**config.mk**
```make
export PLATFORM = sky130hd
export DESIGN_NAME = spi_reg_responder
export DESIGN_NICKNAME = d
export VERILOG_FILES = /design/src/rtl/spi_reg_responder.sv
export SDC_FILE = /design/constraint.sdc
export NUM_CORES = 1
export LEC_CHECK = 0
export CELL_PAD_IN_SITES_DETAIL_PLACEMENT = 1
export CELL_PAD_IN_SITES_GLOBAL_PLACEMENT = 1
export CORE_MARGIN = 2
export CORE_UTILIZATION = 44
export DETAILED_ROUTE_END_ITERATION = 7
export PLACE_DENSITY_LB_ADDON = 0.1
export SYNTH_ARGS = -nofsm -noshare
export SYNTH_HDL_FRONTEND = slang
export SYNTH_SLANG_ARGS = --single-unit
```
**constraint.sdc**
```tcl
create_clock -name clock -period 4.4 [get_ports clock]
set_input_delay 1.32 -clock clock [delete_from_list [all_inputs] [get_ports clock]]
set_output_delay 1.32 -clock clock [all_outputs]
set_load 0.1 [all_outputs]
```
**src/rtl/spi_reg_responder.sv**
```systemverilog
// spi_reg_responder: SPI mode-0 (MSB first) responder that gives a host
// byte-wide read/write access to a register bank. SCK, CSB and SDI are
// oversampled in the core clock domain, so the block has no SPI-clock flops.
// Optional feature: define SPI_RESP_AUTOINC_EN to advance reg_addr after every
// data byte. Without it, the address stays fixed for the whole transaction.
module spi_reg_responder #(
  parameter int SYNC_STAGES = 2,
  parameter int ADDR_W      = 8
) (
  input  logic              clock,
  input  logic              resetb,
  input  logic              spi_csb,
  input  logic              spi_sck,
  input  logic              spi_sdi,
  output logic              spi_sdo,
  output logic              spi_sdo_oeb,
  output logic [ADDR_W-1:0] reg_addr,
  output logic [7:0]        reg_wdata,
  output logic              reg_we,
  output logic              reg_re,
  input  logic [7:0]        reg_rdata,
  output logic              busy
);

  typedef enum logic [2:0] {IDLE, CMD, ADDR, DATA, DROP} state_t;

  logic [SYNC_STAGES-1:0] csb_sync, sck_sync, sdi_sync;
  logic                   csb_d, sck_d, sdi_d;
  logic                   sck_rise, sck_fall, csb_rise, csb_fall;
  logic [2:0]             bit_cnt;
  logic [6:0]             shift_in;
  logic [7:0]             byte_in, shift_out, wdata_q;
  logic                   cmd_wr, cmd_rd, load_q;
  logic                   bc, we_c, re_n, cmd_load, addr_load, addr_step;
  logic                   sdo_en;
  logic [ADDR_W-1:0]      addr_byte;
  state_t                 state_q, state_n;

  // Synchronizer chains; CSB history resets to "selected" so a host still
  // holding CSB low across reset is ignored until it deselects once.
  always_ff @(posedge clock) begin
    if (!resetb) begin
      csb_sync <= '0;
      sck_sync <= '0;
      sdi_sync <= '0;
    end else begin
      csb_sync <= {csb_sync[SYNC_STAGES-2:0], spi_csb};
      sck_sync <= {sck_sync[SYNC_STAGES-2:0], spi_sck};
      sdi_sync <= {sdi_sync[SYNC_STAGES-2:0], spi_sdi};
    end
  end

  // Registered edge pulses; csb_d/sdi_d line up with the pulse cycle.
  always_ff @(posedge clock) begin
    if (!resetb) begin
      csb_d    <= 1'b0;
      sck_d    <= 1'b0;
      sdi_d    <= 1'b0;
      sck_rise <= 1'b0;
      sck_fall <= 1'b0;
      csb_rise <= 1'b0;
      csb_fall <= 1'b0;
    end else begin
      csb_d    <= csb_sync[SYNC_STAGES-1];
      sck_d    <= sck_sync[SYNC_STAGES-1];
      sdi_d    <= sdi_sync[SYNC_STAGES-1];
      sck_rise <=  sck_sync[SYNC_STAGES-1] & ~sck_d;
      sck_fall <= ~sck_sync[SYNC_STAGES-1] &  sck_d;
      csb_rise <=  csb_sync[SYNC_STAGES-1] & ~csb_d;
      csb_fall <= ~csb_sync[SYNC_STAGES-1] &  csb_d;
    end
  end

  // The eighth bit is taken straight from the aligned SDI sample, so only
  // seven bits of history need storing.
  assign byte_in = {shift_in, sdi_d};
  assign bc      = sck_rise & ~csb_d & (bit_cnt == 3'd7);

  generate
    if (ADDR_W > 8) begin : g_addr_wide
      assign addr_byte = {{(ADDR_W-8){1'b0}}, byte_in};
    end else begin : g_addr_narrow
      assign addr_byte = byte_in[ADDR_W-1:0];
    end
  endgenerate

  // Bit counter and shift-in register; any CSB edge restarts byte framing.
  always_ff @(posedge clock) begin
    if (!resetb) begin
      bit_cnt  <= 3'd0;
      shift_in <= 7'd0;
    end else if (csb_fall || csb_rise) begin
      bit_cnt  <= 3'd0;
    end else if (sck_rise && !csb_d) begin
      bit_cnt  <= bit_cnt + 3'd1;
      shift_in <= byte_in[6:0];
    end
  end

  // FSM state register.
  always_ff @(posedge clock) begin
    if (!resetb) state_q <= IDLE;
    else         state_q <= state_n;
  end

  // Next-state and per-byte strobe decode; deselect overrides everything.
  always_comb begin
    state_n   = state_q;
    we_c      = 1'b0;
    re_n      = 1'b0;
    cmd_load  = 1'b0;
    addr_load = 1'b0;
    addr_step = 1'b0;
    case (state_q)
      IDLE: if (csb_fall) state_n = CMD;
      CMD: if (bc) begin
        cmd_load = 1'b1;
        state_n  = (byte_in[7] || byte_in[6]) ? ADDR : DROP;
      end
      ADDR: if (bc) begin
        addr_load = 1'b1;
        re_n      = cmd_rd;
        state_n   = DATA;
      end
      DATA: if (bc) begin
        we_c = cmd_wr;
        re_n = cmd_rd;
`ifdef SPI_RESP_AUTOINC_EN
        addr_step = 1'b1;
`else
        addr_step = 1'b0;
`endif
      end
      DROP: state_n = DROP;
      default: state_n = IDLE;
    endcase
    if (csb_rise) begin
      state_n   = IDLE;
      we_c      = 1'b0;
      re_n      = 1'b0;
      cmd_load  = 1'b0;
      addr_load = 1'b0;
      addr_step = 1'b0;
    end
  end

  // Register-side datapath: command flags, address, read strobe and the
  // SDO shifter. The fall that follows a byte's eighth rise (bit_cnt back
  // at 0) must not shift, since the next byte's MSB was just loaded.
  always_ff @(posedge clock) begin
    if (!resetb) begin
      reg_re    <= 1'b0;
      load_q    <= 1'b0;
      reg_addr  <= '0;
      cmd_wr    <= 1'b0;
      cmd_rd    <= 1'b0;
      wdata_q   <= 8'd0;
      shift_out <= 8'd0;
    end else begin
      reg_re <= re_n;
      load_q <= reg_re;
      if (cmd_load) begin
        cmd_wr <= byte_in[7];
        cmd_rd <= byte_in[6];
      end
      if (addr_load)      reg_addr <= addr_byte;
      else if (addr_step) reg_addr <= reg_addr + ADDR_W'(1);
      if (we_c) wdata_q <= byte_in;
      if (load_q)
        shift_out <= reg_rdata;
      else if (sck_fall && !csb_d && state_q == DATA && bit_cnt != 3'd0)
        shift_out <= {shift_out[6:0], 1'b0};
    end
  end

  assign reg_we      = we_c;
  assign reg_wdata   = we_c ? byte_in : wdata_q;
  assign sdo_en      = (state_q == DATA) && cmd_rd && !csb_d;
  assign spi_sdo_oeb = ~sdo_en;
  assign spi_sdo     = sdo_en & (load_q ? reg_rdata[7] : shift_out[7]);
  assign busy        = ~csb_d & (state_q != IDLE);

endmodule

```
# [Yosys cells after proc, flatten, opt, wreduce, memory -nomap -nowiden]
# Index checks and enable logic that the tools add are counted.
# Widths: inputs -> output; s select.
[word_totals] register_bits=54 output_inout_bits=21 word_cells=84
[classes] addsub=1 eq_ne=8 muxes=18 n_bitwise=18 n_reduce_logical=19
[op_table] operator="$mux 8" count=4
[op_table] operator="$pmux 3 s5" count=1
[op_table] operator="$mux 3" count=4
[op_table] operator="$not 1->1" count=10
[op_table] operator="$mux 1" count=9
[op_table] operator="$and 1x1->1" count=8
[op_table] operator="$eq 3x2->1 const B" count=2
[op_table] operator="$eq 3x3->1 const B" count=2
[op_table] operator="$logic_and 1x1->1" count=6
[op_table] operator="$ne 2x2->1 const B" count=3
[op_table] operator="$reduce_bool 3->1" count=2
[op_table] operator="$reduce_or 2->1" count=3
[op_table] operator="$reduce_and 4->1" count=1
[op_table] operator="$reduce_or 4->1" count=1
[op_table] operator="$add 3x1->3 const B" count=1
[op_table] operator="$eq 3x1->1 const B" count=1
[op_table] operator="$logic_not 3->1" count=1
[op_table] operator="$logic_or 1x1->1" count=2
[op_table] operator="$reduce_and 2->1" count=1
[op_table] operator="$reduce_bool 2->1" count=1
[op_table] operator="$logic_not 1->1" count=1

# [Longest topological paths before layout]
# Gate-level depths: netlist of run 1.
[depth] depth_word=7 depth_mapped=7 ltp_nobuf=5

# [Least setup slack after synthesis of run 1]
# Ideal clock, no wire load.
[synth_timing] path_kind="register -> output" from="register state_q[1]" to="output spi_sdo" arrival_time_ps=2870 t_required_ps=3080 slack_ps=210 path_stages_with_launch=6 cell_sequence="dfxtp_1 buf_2 and4bb_2 buf_6 nand2_1 nor2_1"
[synth_between] elab_chain_len=4
[synth_rtl] element="start: declaration" line="37" rtl="state_t state_q, state_n;"
[synth_rtl] element="start signal: assignment" line="103" rtl="else state_q <= state_n;"
[synth_rtl] element="$eq 3x2->1" line="178" rtl="assign sdo_en = (state_q == DATA) && cmd_rd && !csb_d;"
[synth_rtl] element="$logic_and 1x1->1 (2 in a row)" line="178"
[synth_rtl] element="$and 1x1->1" line="180" rtl="assign spi_sdo = sdo_en & (load_q ? reg_rdata[7] : shift_out[7]);"
[synth_rtl] element="end: declaration" line="15" rtl="output logic spi_sdo,"
# No other way between the ends.

# [Worst setup path in the final report of run 1]
[layout_timing] from="register bit_cnt[1]" to="output reg_wdata[2]"
[layout_between] elab_chain_len=6
[layout_rtl] element="start: declaration" line="30" rtl="logic [2:0] bit_cnt;"
[layout_rtl] element="start signal: assignment" line="95" rtl="bit_cnt <= bit_cnt + 3'd1;"
[layout_rtl] element="$eq 3x3->1" line="77" rtl="assign bc = sck_rise & ~csb_d & (bit_cnt == 3'd7);"
[layout_rtl] element="$and 1x1->1" line="77"
[layout_rtl] element="$mux 1" line="125" rtl="DATA: if (bc) begin"
[layout_rtl] element="$mux 1" line="114" rtl="case (state_q)"
[layout_rtl] element="$mux 1" line="137" rtl="if (csb_rise) begin"
[layout_rtl] element="$mux 8"
[layout_rtl] element="end: declaration" line="18" rtl="output logic [7:0] reg_wdata,"
# No other way between the ends.

==> results of run 1 <==
==> state kept, by name, summed over array words and instances, names as in the netlist, 2 cells and up <==
register	count
shift_out	8
state_q	3
sdi_sync	2
sck_sync	2
wdata_q	8
shift_in	7
bit_cnt	3
reg_addr	8
csb_sync	2
==> metrics by stage <==
step	total power [mW]	cells	setup slack, ns	instance area [µm²]
after CTS	0.843	326	0.764	2700
after global routing	0.867	326	0.673	2700
after global placement	0.540	318	0.831	2590
final	0.831	326	0.785	2700
after floorplan	0.525	230	0.210	2270
after detailed placement	0.540	318	0.820	2590
==> cell usage in the layout, fill, tap and decap left out, types with 2 or more instances in the layout <==
master / netlist / final
a21oi_1: 2 / 2
nor3_1: 3 / 3
and2_1: 10 / 10
nor2b_1: 11 / 11
mux2_2: 7 / 7
nand2b_1: 3 / 3
mux2i_1: 29 / 29
clkbuf_8: 0 / 7
o21ai_0: 7 / 7
buf_4: 0 / 12
nand2_1: 31 / 31
a211oi_1: 7 / 7
inv_1: 6 / 6
or2_2: 2 / 2
clkdlybuf4s50_1: 0 / 21
a311oi_1: 7 / 7
dfxtp_1: 54 / 54
ha_1: 3 / 3
nor2_1: 16 / 16
==> power by group through the flow <==
stage / registers, mW / logic, mW / clock network (mW)
finish: 0.496 / 0.0325 / 0.303
global route: 0.497 / 0.0363 / 0.334
CTS: 0.496 / 0.0332 / 0.313
detailed placement: 0.507 / 0.0329 / 0
global placement: 0.507 / 0.0325 / 0
floorplan: 0.506 / 0.0189 / 0
==> per-layer routing <==
layer	up-vias	GRT usage	part of all wire
met3	2	0.0437	0.029
li1	836	-	-
met5	-	0	0
met1	782	0.233	0.52
met2	22	0.261	0.45
met4	0	0.0409	0.0069
==> critical path, cell delays in order, from the launching register on <==
cell and delay [ns]:
dfxtp_1 0.37, ha_1 0.16, ha_1 0.15, and4bb_4 0.26
and4_4 0.42, mux2_2 0.38, buf_4 0.23
==> cell families (layout without fill, tap and decap cells) <==
logic type	after synthesis	in the layout	synth area share
AND/OR/NAND/NOR	86	86	0.198
AO/OA/AOI/OAI	27	27	0.0843
XOR/XNOR	1	1	0.00386
multiplexers	37	37	0.169
adder cells (fa/ha/maj)	3	3	0.0165
flip-flops	54	54	0.476
buffers and inverters	22	48	0.0518
==> area by class of cell <==
type                            instances  area [µm²]
Sequential cell                        54        1080
Clock buffer                            7        96.3
Tap cell                               70        87.6
Fill cell                             592        2350
Multi-Input combinational cell        154        1080
Clock inverter                          1        8.76
Inverter                                6        22.5
Timing Repair Buffer                   34         320
==> worst paths after layout <==
kind	slack, ns	to
worst max-delay path	0.79	reg_wdata[2]
worst min register to register	0.41	csb_fall
worst max register to register	2.60	shift_in[2]
worst min-delay path	0.41	csb_fall
==> flow_summary.ini, run 1 <==
[routing]
wl_per_cell_um = 13.4
drt_wl_total_um = 4380
drtPass1Iterations = 4
drc = 0
routed-via-count = 1642
drt_iter0_markers = 60
via_per_inst = 5.04
ant_nets = 0

[clock_tree]
cts_resized = 0
cts_made_buffers = 5
cts_hold_buf = 0
clkSlewWorstSetupHoldPaths_ns = 0.09
cts_setup_buffers = 0
cts_tree = yes
cts.sinks = 54
cts_buffer_depth = 2
worstSkewPairLatency_ns = 0.31
clockRootBuffer = clkbuf_8
h-tree-depth = 2

[yosys]
netlist.area_leader.share = 0.476
synthCells = 230
synth_area_per_cell_um2 = 9.87
syn_area_um2 = 2270
syn_nets = 246
yosysTopAreaCell = dfxtp_1
async_flop_share = 0
synth.top_cells.by_count = 54 x dfxtp_1, 31 x nand2_1, 29 x mux2i_1, 16 x nor2_1, 11 x nor2b_1
synth.most_common_cell = dfxtp_1
synth-seq-cells = 54
synth_top_flop_cell = dfxtp_1
synth.top_cells.by_area = dfxtp_1 48%, mux2i_1 13%, nand2_1 5.1%, mux2_2 3.5%, nor2b_1 3.0%
synth_enable_flop_cells = 0
ys_warn_count = 0
synth-seq-area-share = 0.476
synth_cell_type_count = 36

[timing]
grt_setup_unrepaired = false
min_period_over_period = 0.822
whs_ns = 0.411
skew_ns = 0.0111
fin_crit_ns = 3.61
fmax_ghz = 0.277
hold_viol_final = 0
max_slew_margin = 0.259
drv_slew = 0
worst_slew_pin_slew_ns = 1.11
setup_viol = 0
tns_ns = 0

[die]
ios = 34
row_count = 26
die_h_um = 75.8
die_area_um2 = 5750
design.core.area_um2 = 5040
initial_core_util = 0.450
dieWidth_um = 75.8

[critical_path]
worstPathRequired_ns = 3.08
cp-startpoint = bit_cnt[1]
start_kind = flop
cp-end-kind = output pin
reg2reg_depth = 3
critPathKind = flop to output pin
reg2reg_from = csb_d
critPathArrivalTime_ns = 2.29
cp_max_fo = 17

[power]
p_leak_nw = 1.03
p_comb_frac = 0.039
ir_worst_vdd_v = 0.000230
p_per_area_nw_per_um2 = 309
pwr-share-clk = 0.365
swShare = 0.213
p_switching_uw = 177
p_int_uw = 654
seqPwrFrac = 0.596

[finish]
nNetsFinal = 271
syn2layout_area_growth_pct = 18.7
drive_gt1_frac = 0.145
final_util = 0.534
num_antenna_cells = 0

[run_status]
status = complete, no violations

[global_routing]
grt_overflow = 0
grt_max_degree = 40
grt_pass1_wl_um = 7360
grt_usage = 0.168
antenna_found_initial = 0
grt_pass1_vias = 1565

[placement]
gp_congestion = 0.788
hpwl_um = 3110
io_buffers = 33

[flow_run]
maxCapViolCount = 0

[worst_hold_path]
whs_path_depth = 1
hp-start = csb_sync[1]
hold_path.class = flop to flop
Power figures use the tool's default switching activity.
==> run 2, diff against run 1 <==
--- a/config.mk
+++ b/config.mk
@@ -8,7 +8,7 @@
 export CELL_PAD_IN_SITES_DETAIL_PLACEMENT = 1
 export CELL_PAD_IN_SITES_GLOBAL_PLACEMENT = 1
 export CORE_MARGIN = 2
-export CORE_UTILIZATION = 44
+export CORE_UTILIZATION = 37
 export DETAILED_ROUTE_END_ITERATION = 7
 export PLACE_DENSITY_LB_ADDON = 0.1
 export SYNTH_ARGS = -nofsm -noshare
==> constraint.sdc (replaced) <==
create_clock -name clock -period 2.9 [get_ports clock]
set_input_delay 0.87 -clock clock [delete_from_list [all_inputs] [get_ports clock]]
set_output_delay 0.87 -clock clock [all_outputs]
set_load 0.1 [all_outputs]
==> run 2 against run 1 <==
  * The flow now finishes with violations (negative setup slack)
  * Flip-flop and latch count unchanged
  * Design area up 11%
  * Die area up 18%
  * Sequential share of layout area down 3.7 points
  * Final cell count up 5.8%
  * Clock power up 46%
  * Non-clock buffer count up 13
  * Routed wire length up 17%
  * Critical path depth unchanged
  * Global-route usage down 0.72 points
  * Register-to-register slack worse by 1.4 ns
==> flow_summary.ini, run 2 (synthesis results as in run 1) <==
[clock_tree]
cts.sinks = 54
h-tree-depth = 2
cts_made_buffers = 5
clockRootBuffer = clkbuf_8
cts_tree = yes
cts_hold_buf = 0
cts_buffer_depth = 2
clkSlewWorstSetupHoldPaths_ns = 0.09
worstSkewPairLatency_ns = 0.31

[timing]
whs_ns = 0.411
fmax_ghz = 0.343
fin_crit_ns = 2.91
hold_viol_final = 0
worst_slew_pin_slew_ns = 0.358
fin_ws_ns = -0.0124
skew_ns = 0.0108
tns_ns = -0.0336
setup_viol = 5
drv_slew = 0
min_period_over_period = 1.00
max_slew_margin = 0.761
grt_setup_unrepaired = true

[routing]
drtPass1Iterations = 4
routed-via-count = 1722
via_per_inst = 4.99
drt_wl_total_um = 5130
drc = 0
ant_nets = 0
drt_iter0_markers = 65
wl_per_cell_um = 14.9

[critical_path]
critPathKind = flop to output pin
cp_common_cell = ha_4
critPathArrivalTime_ns = 2.04
worstPathRequired_ns = 2.03
cpPeakStageDelay_ns = 0.37
cp_num_buf_inv = 1
crit_slowest_cell = dfxtp_4
crit_chain = ha_4 > ha_4 > and4bb_4 > and4_4 > mux2_4 > buf_12
cp-end-kind = output pin
cp_max_fo = 7
path_delay_family = simple AND/OR/NAND/NOR gates
start_kind = flop

[power]
p_switching_uw = 279
p_leak_nw = 1.16
p_comb_frac = 0.044
pwr-share-clk = 0.354
p_int_uw = 969
p_per_area_nw_per_um2 = 419
ir_worst_vdd_v = 0.000222
swShare = 0.224
seqPwrFrac = 0.602
total_power_mw = 1.25

[finish]
final_common_cell = dfxtp_1
most-common-layout-cells = 52 x dfxtp_1, 30 x nand2_1, 29 x mux2i_1
multiInputGateArea_um2 = 1150
syn2layout_area_growth_pct = 31.3
nNetsFinal = 285
final_area_um2 = 2980
num_antenna_cells = 0
n_fill_cell = 663
seqCellArea_um2 = 1090
reg_top3 = reg_addr (8), shift_out (8), wdata_q (8)
drive_gt1_frac = 0.244

[global_routing]
antenna_found_initial = 0
grt_pass1_wl_um = 8360
grt_overflow = 0
grt_usage = 0.161
grt_max_degree = 54
grt_pass1_vias = 1637

[run_status]
status = finished with violations
violations = negative setup slack

[placement]
io_buffers = 33
gp_congestion = 0.719
placed_area_um2 = 2770
pre_cts_slack_ns = 0.150
hpwl_um = 3320

[die]
ios = 34
initial_core_util = 0.384
dieWidth_um = 82.3
design.core.area_um2 = 5920
row_count = 28
die_area_um2 = 6780
die_h_um = 82.3

[flow_run]
maxCapViolCount = 0

[worst_hold_path]
hold_path.class = flop to flop
[run 2: cell count changes in the layout (fill, tap and decap cells not counted), sizes merged]
| cell | change |
|---|---|
| buf | +22 |
| clkdlybuf4s50 | -9 |
| and4 | +1 |
| clkbuf | -1 |
| clkinvlp | +1 |
[run 2: power by group through the flow]
| stage | registers, mW | logic, mW | clock network, mW |
|---|---|---|---|
| final | 0.752 | 0.0551 | 0.442 |
| after global routing | 0.753 | 0.0615 | 0.488 |
| after CTS | 0.752 | 0.0560 | 0.461 |
| after detailed placement | 0.769 | 0.0553 | 0 |
| after global placement | 0.769 | 0.0550 | 0 |
| after floorplan | 0.768 | 0.0286 | 0 |
[run 2: stage by stage]
stage / util / cells
final: 0.504 / 345
after global routing: 0.504 / 345
after CTS: 0.499 / 342
after detailed placement: 0.467 / 329
after global placement: 0.467 / 329
after floorplan: - / 230
[run 2: cell type report]
type / count / share of cell area
tap: 75 / 0.0315
sequential: 54 / 0.364
clock buffer: 6 / 0.0277
timing repair buffer: 47 / 0.179
multi-input combinational: 155 / 0.386
inverter: 6 / 0.00755
clock inverter: 2 / 0.00420
[run 2: worst paths after layout]
kind	startpoint	to	slack (ns)	depth (start not counted)
setup / recovery	bit_cnt[0]	reg_wdata[4]	-0.01	6
hold / removal	csb_sync[1]	csb_fall	0.41	1
setup reg to reg	bit_cnt[0]	wdata_q[1]	1.25	7
hold reg to reg	csb_sync[1]	csb_fall	0.41	1
[run 2: worst register-to-register path, cell delays in order, from the launching register on]
cell	delay, ns
dfxtp_4	0.37
ha_4	0.14
ha_4	0.12
and4bb_4	0.26
and4_4	0.26
buf_4	0.13
buf_4	0.13
mux2i_1	0.18
[run 2: per-layer routing]
layer | GRT usage | up-vias | wire length [µm]
met5 | 0 | - | 0
met4 | 0.0400 | 0 | 25
met3 | 0.0304 | 2 | 155
met2 | 0.232 | 24 | 2260
met1 | 0.243 | 834 | 2690
li1 | - | 862 | -
[run 2: repair_timing]
item | 4_1_cts | 5_1_grt
pin swaps | 2 | 1
gates resized for setup | 14 | 1
setup buffers | 4 | 3
setup endpoints to repair | 9 | 9
cloned | 1 | 0
==> run 3, diff against run 2 <==
--- a/config.mk
+++ b/config.mk
@@ -5,6 +5,7 @@
 export SDC_FILE = /design/constraint.sdc
 export NUM_CORES = 1
 export LEC_CHECK = 0
+export CAP_MARGIN = 10
 export CELL_PAD_IN_SITES_DETAIL_PLACEMENT = 1
 export CELL_PAD_IN_SITES_GLOBAL_PLACEMENT = 1
 export CORE_MARGIN = 2
==> results of run 3 <==
No change in the layout: final DEF, timing and power equal those of run 2.
